===== src/rtl/uart_pkg.sv =====
// Shared 8N1 UART definitions used by the receiver (and the matching transmitter).
package uart_pkg;

    typedef enum logic [1:0] {
        IDLE  = 2'd0,
        START = 2'd1,
        DATA  = 2'd2,
        STOP  = 2'd3
    } rx_state_t;

    localparam int DATA_BITS = 8;
    localparam int STOP_BITS = 1;

    // Clock cycles per bit, truncated toward zero.
    function automatic int bps_cnt(input int clk_freq, input int baud);
        return clk_freq / baud;
    endfunction

endpackage


===== src/rtl/uart_rx_sync.sv =====
// Brings the asynchronous RX line into the clk domain and filters single-cycle glitches.
module uart_rx_sync (
    input  logic clk,
    input  logic rst,
    input  logic rx,
    output logic rxs,
    output logic rxv,
    output logic fall
);

    logic rx_meta;
    logic rxs_d1;
    logic rxs_d2;

    // Everything resets to the idle-high line level so reset release never looks like a start edge.
    always_ff @(posedge clk or posedge rst) begin
        if (rst) begin
            rx_meta <= 1'b1;
            rxs     <= 1'b1;
            rxs_d1  <= 1'b1;
            rxs_d2  <= 1'b1;
        end else begin
            rx_meta <= rx;
            rxs     <= rx_meta;
            rxs_d1  <= rxs;
            rxs_d2  <= rxs_d1;
        end
    end

    assign rxv  = (rxs & rxs_d1) | (rxs & rxs_d2) | (rxs_d1 & rxs_d2);
    assign fall = rxs_d1 & ~rxs;

endmodule


===== src/rtl/uart_rx.sv =====
// 8N1 UART receiver: mid-bit start validation, LSB-first data sampling, stop-bit check,
// one-cycle valid / framing-error pulses with registered outputs.
module uart_rx
    import uart_pkg::*;
#(
    parameter int CLK_FREQ = 50_000_000,
    parameter int UART_BPS = 9600
) (
    input  logic       clk,
    input  logic       rst,
    input  logic       RX,
    output logic [7:0] rx_data,
    output logic       rx_valid,
    output logic       rx_frame_err,
    output logic       rx_busy
);

    localparam int BPS_CNT = bps_cnt(CLK_FREQ, UART_BPS);
    localparam int HALF    = BPS_CNT / 2;

    localparam logic [15:0] BPS_LAST  = 16'(BPS_CNT - 1);
    localparam logic [15:0] HALF_LAST = 16'(HALF - 1);
    localparam logic [2:0]  LAST_BIT  = 3'(DATA_BITS - 1);

    if (BPS_CNT < 16 || BPS_CNT >= 65536) begin : g_bad_cfg
        $fatal(1, "uart_rx: BPS_CNT=%0d outside 16..65535", BPS_CNT);
    end

    rx_state_t   state;
    rx_state_t   state_nxt;
    logic [15:0] clk_cnt;
    logic [2:0]  bit_cnt;
    logic [7:0]  shreg;

    logic rxs;
    logic rxv;
    logic fall;
    logic half_tick;
    logic bit_tick;
    logic valid_nxt;
    logic err_nxt;

    uart_rx_sync u_sync (
        .clk  (clk),
        .rst  (rst),
        .rx   (RX),
        .rxs  (rxs),
        .rxv  (rxv),
        .fall (fall)
    );

    assign half_tick = (clk_cnt == HALF_LAST);
    assign bit_tick  = (clk_cnt == BPS_LAST);

    always_ff @(posedge clk or posedge rst) begin
        if (rst) begin
            state <= IDLE;
        end else begin
            state <= state_nxt;
        end
    end

    // Only a genuine 1->0 edge arms the receiver, so a line held low (break) stays in IDLE.
    always_comb begin
        state_nxt = state;
        case (state)
            IDLE:    if (fall && !rxs)                   state_nxt = START;
            START:   if (half_tick)                      state_nxt = rxv ? IDLE : DATA;
            DATA:    if (bit_tick && bit_cnt == LAST_BIT) state_nxt = STOP;
            STOP:    if (bit_tick)                       state_nxt = IDLE;
            default:                                     state_nxt = IDLE;
        endcase
    end

    always_comb begin
        valid_nxt = 1'b0;
        err_nxt   = 1'b0;
        if (state == STOP && bit_tick) begin
            valid_nxt = rxv;
            err_nxt   = ~rxv;
        end
    end

    // Leaving STOP at the stop-bit centre is what lets a back-to-back start edge be caught.
    always_ff @(posedge clk or posedge rst) begin
        if (rst) begin
            clk_cnt      <= '0;
            bit_cnt      <= '0;
            shreg        <= '0;
            rx_data      <= '0;
            rx_valid     <= 1'b0;
            rx_frame_err <= 1'b0;
            rx_busy      <= 1'b0;
        end else begin
            case (state)
                IDLE: begin
                    clk_cnt <= '0;
                    bit_cnt <= '0;
                end
                START: begin
                    clk_cnt <= half_tick ? 16'd0 : clk_cnt + 16'd1;
                    bit_cnt <= '0;
                end
                DATA: begin
                    clk_cnt <= bit_tick ? 16'd0 : clk_cnt + 16'd1;
                    if (bit_tick) begin
                        shreg   <= {rxv, shreg[7:1]};
                        bit_cnt <= bit_cnt + 3'd1;
                    end
                end
                STOP: begin
                    clk_cnt <= bit_tick ? 16'd0 : clk_cnt + 16'd1;
                end
                default: begin
                    clk_cnt <= '0;
                    bit_cnt <= '0;
                end
            endcase
            rx_valid     <= valid_nxt;
            rx_frame_err <= err_nxt;
            rx_busy      <= (state_nxt != IDLE);
            if (valid_nxt) begin
                rx_data <= shreg;
            end
        end
    end

endmodule


===== config.mk =====
export PLATFORM = sky130hd
export DESIGN_NAME = uart_rx
export DESIGN_NICKNAME = d
export VERILOG_FILES = /design/src/rtl/uart_pkg.sv /design/src/rtl/uart_rx_sync.sv /design/src/rtl/uart_rx.sv
export SDC_FILE = /design/constraint.sdc
export NUM_CORES = 1
export LEC_CHECK = 0
export CORE_MARGIN = 4
export CORE_UTILIZATION = 50
export DETAILED_ROUTE_END_ITERATION = 6
export PLACE_DENSITY = 0.69
export SETUP_SLACK_MARGIN = 0.4
export SYNTH_ARGS = -nofsm -noshare
export SYNTH_HDL_FRONTEND = slang
export SYNTH_SLANG_ARGS = --single-unit

===== constraint.sdc =====
create_clock -name clk -period 6 [get_ports clk]
set_input_delay 1.2 -clock clk [delete_from_list [all_inputs] [get_ports clk]]
set_output_delay 1.2 -clock clk [all_outputs]
set_load 0.03 [all_outputs]

==> run summary <==
Synth Flop Type: dfrtp_1
Area leader, netlist: dfrtp_1
Top-count cell post-synth: dfrtp_1
Pwr dens: 257 nW/um^2
Global-route wire length before repair: 6130 um
CTS tree: built
Worst r2r src: clk_cnt[0]$_DFF_PP0_
Slowest cell on the critical path: clkdlybuf4s50_1
Total Die Area: 5280 um^2
Area contributors post-synth: dfrtp_1 (48%), mux2_4 (5.7%), dfstp_2 (5.0%), mux2_2 (3.8%), nor2_1 (2.9%)
Largest net degree at the start of global routing: 45
# DRC: 0
Worst Max-Slew Pin Slew: 0.703 ns
F_max: 396 MHz
Placed cells: 231
Tmin final: 2.53 ns
Critical Path RT: 4.80 ns
# Post-CTS Setup Buffers: 0
Yosys reg bits: 44
Layout cells sized above 1: 19.0%
Die height: 72.7 um
Worst hold slack: 0.359 ns
Gr usage total: 15.1%
Setup TNS: 0 ns
Setup-failing EPs final: 0
Worst skew pair latency: 0.30 ns
Antenna violations before repair: 0
Share of the synthesized area in the top cell type: 47.9%
Worst path bufs/invs: 1
Root buffer cell: clkbuf_8
Period utilization: 42.1%
Initial Utilization: 51.9%
Fin nets: 194
Crit end category: output pin
Worst setup path start: rx_data[5]$_DFFE_PP0P_
Crit path launch type: flop
Critical path's top delay family: buffers and inverters
Worst EP arrival: 1.33 ns
Die Wd: 72.7 um
Yosys Warn Count: 0
Crit path cell chain: clkdlybuf4s50_1
CTS Sinks: 44
FF/Latch Area: 1110 um^2
Max rail drop VDD: 0.158 mV
Ports: 14
Clock transition at path regs: 0.08 ns
# port buffers: 13
Slowest stage delay, CP: 0.67 ns
Drt wl/cell: 14.7 um
Register area share after synthesis: 52.9%
Core ar.: 4030 um^2
Post-synth EDFFs: 0
Post-route insts no fill: 239
CP max FO: 2
Num rows: 23
H-tree levels: 2
Mapped Nets: 179
Synthesized cell area: 2090 um^2
N_diodes: 0
Final hold violation count: 0
Class of the most critical setup path: flop to output pin
Min-delay worst type: flop to flop
FILL cells: 333
Post_cts resized: 0
Final Max Tran Viols: 0
Remaining Overflow, GRT: 0
Outcome: completed
Routed WL: 3510 um
ANT nets after route: 0
Detailed-route via count: 1353
Hpwl dp: 2460 um
Post-layout util: 57.5%
Yosys cell types: 42
Vias in the first global route: 1317
RSZ-0062 raised after global routing: false
DRT iter0 DRCs: 73
Leakage Power: 0.992 nW
Max_cap viols: 0
Worst hold start: u_sync.rx_meta$_DFF_PP1_
Number of hold buffers added after cts: 0
Routability Congestion: 0.835
Ys async rst share: 100%
Slew headroom: 53.2%
Synth Instances: 173
Area grow syn2layout: 10.8%
TritonCTS Buffers: 5
Multi-input gate area: 900 um^2
Clock skew: 0.00836 ns
Commonest cells in the netlist: dfrtp_1 (40), nor2_1 (16), mux2_4 (8), nand3_1 (8)
Post-Syn Area per Cell: 12.1 um^2
Clock buffer depth: 2
Avg Vias per Cell: 5.66
Drt first pass iters: 4
-- path summary, 6_finish.rpt --
check / to / slack [ns] / cells after the start
min reg2reg: u_sync.rxs$_DFF_PP1_ / 0.36 / 0
max in group asynchronous: u_sync.rxs_d2$_DFF_PP1_ / 4.29 / 3
max reg2reg: clk_cnt[3]$_DFF_PP0_ / 3.73 / 5
max: rx_data[5] / 3.47 / 1
min in group asynchronous: shreg[5]$_DFFE_PP0P_ / 1.33 / 3
min: u_sync.rxs$_DFF_PP1_ / 0.36 / 0
-- cell families after synthesis --
| family | count (synthesis) | share of synthesized area, % |
|---|---|---|
| XOR/XNOR | 11 | 4.61 |
| adder cells (fa/ha/maj) | 4 | 2.27 |
| flip-flops | 44 | 52.9 |
| buffers and inverters | 11 | 4.07 |
| AND/OR/NAND/NOR | 70 | 21.2 |
| AO/OA/AOI/OAI | 17 | 4.85 |
| multiplexers | 16 | 10.1 |
-- per-stage QoR --
step	cell area [um^2]	setup slack, ns	power (mW)
floorplan	2090	3.78	0.402
global placement	2220	3.81	0.411
detailed placement	2220	3.71	0.415
CTS	2320	3.46	0.606
global route	2320	3.43	0.626
finish	2320	3.47	0.596
-- routing by layer --
layer  vias to the layer above  wire length (um)  GRT usage (%)
met3                         7               141           4.55
met5                         -                 0              0
met1                       673              1640           19.1
li1                        650                 -              -
met4                         0                67           7.38
met2                        23              1670           23.5
-- where the power goes --
part	total (mW)	leakage, nW	switching (mW)	internal, mW
Clock	0.188	0.0510	0.0960	0.0918
Sequential	0.342	0.587	0.0250	0.317
Combinational	0.0664	0.355	0.0366	0.0299
Total	0.596	0.992	0.158	0.438
-- cells in the final DEF (no fill, tap or decap), drive strengths merged, types with 6 or more instances in the layout --
| cell | n |
|---|---|
| nand4 | 7 |
| xor2 | 6 |
| nand2 | 6 |
| clkbuf | 6 |
| mux2 | 16 |
| nand3 | 9 |
| a21oi | 7 |
| o21ai | 6 |
| nor2 | 16 |
| dfrtp | 40 |
| clkdlybuf4s50 | 13 |
-- worst reg2reg max path: stages, from the launching register on --
cell and delay (ns):
dfrtp_1 0.40, ha_1 0.28, nor4bb_1 0.38, nand4_1 0.28, a22oi_2 0.68, nor2_1 0.12
-- registers in the layout, summed over array words and instances, names as in the netlist, 2 cells and up --
signal   flops
shreg        8
bit_cnt      3
clk_cnt     16
state        2
rx_data      8
-- area by class of cell --
class                           count  share of cell area [%]
Clock buffer                        6                    3.56
Clock inverter                      2                   0.432
Inverter                            5                   0.810
Multi-Input combinational cell    118                    38.8
Sequential cell                    44                    47.7
Tap cell                           50                    2.70
Timing Repair Buffer               14                    5.94
(Power assumes the default switching activity.)
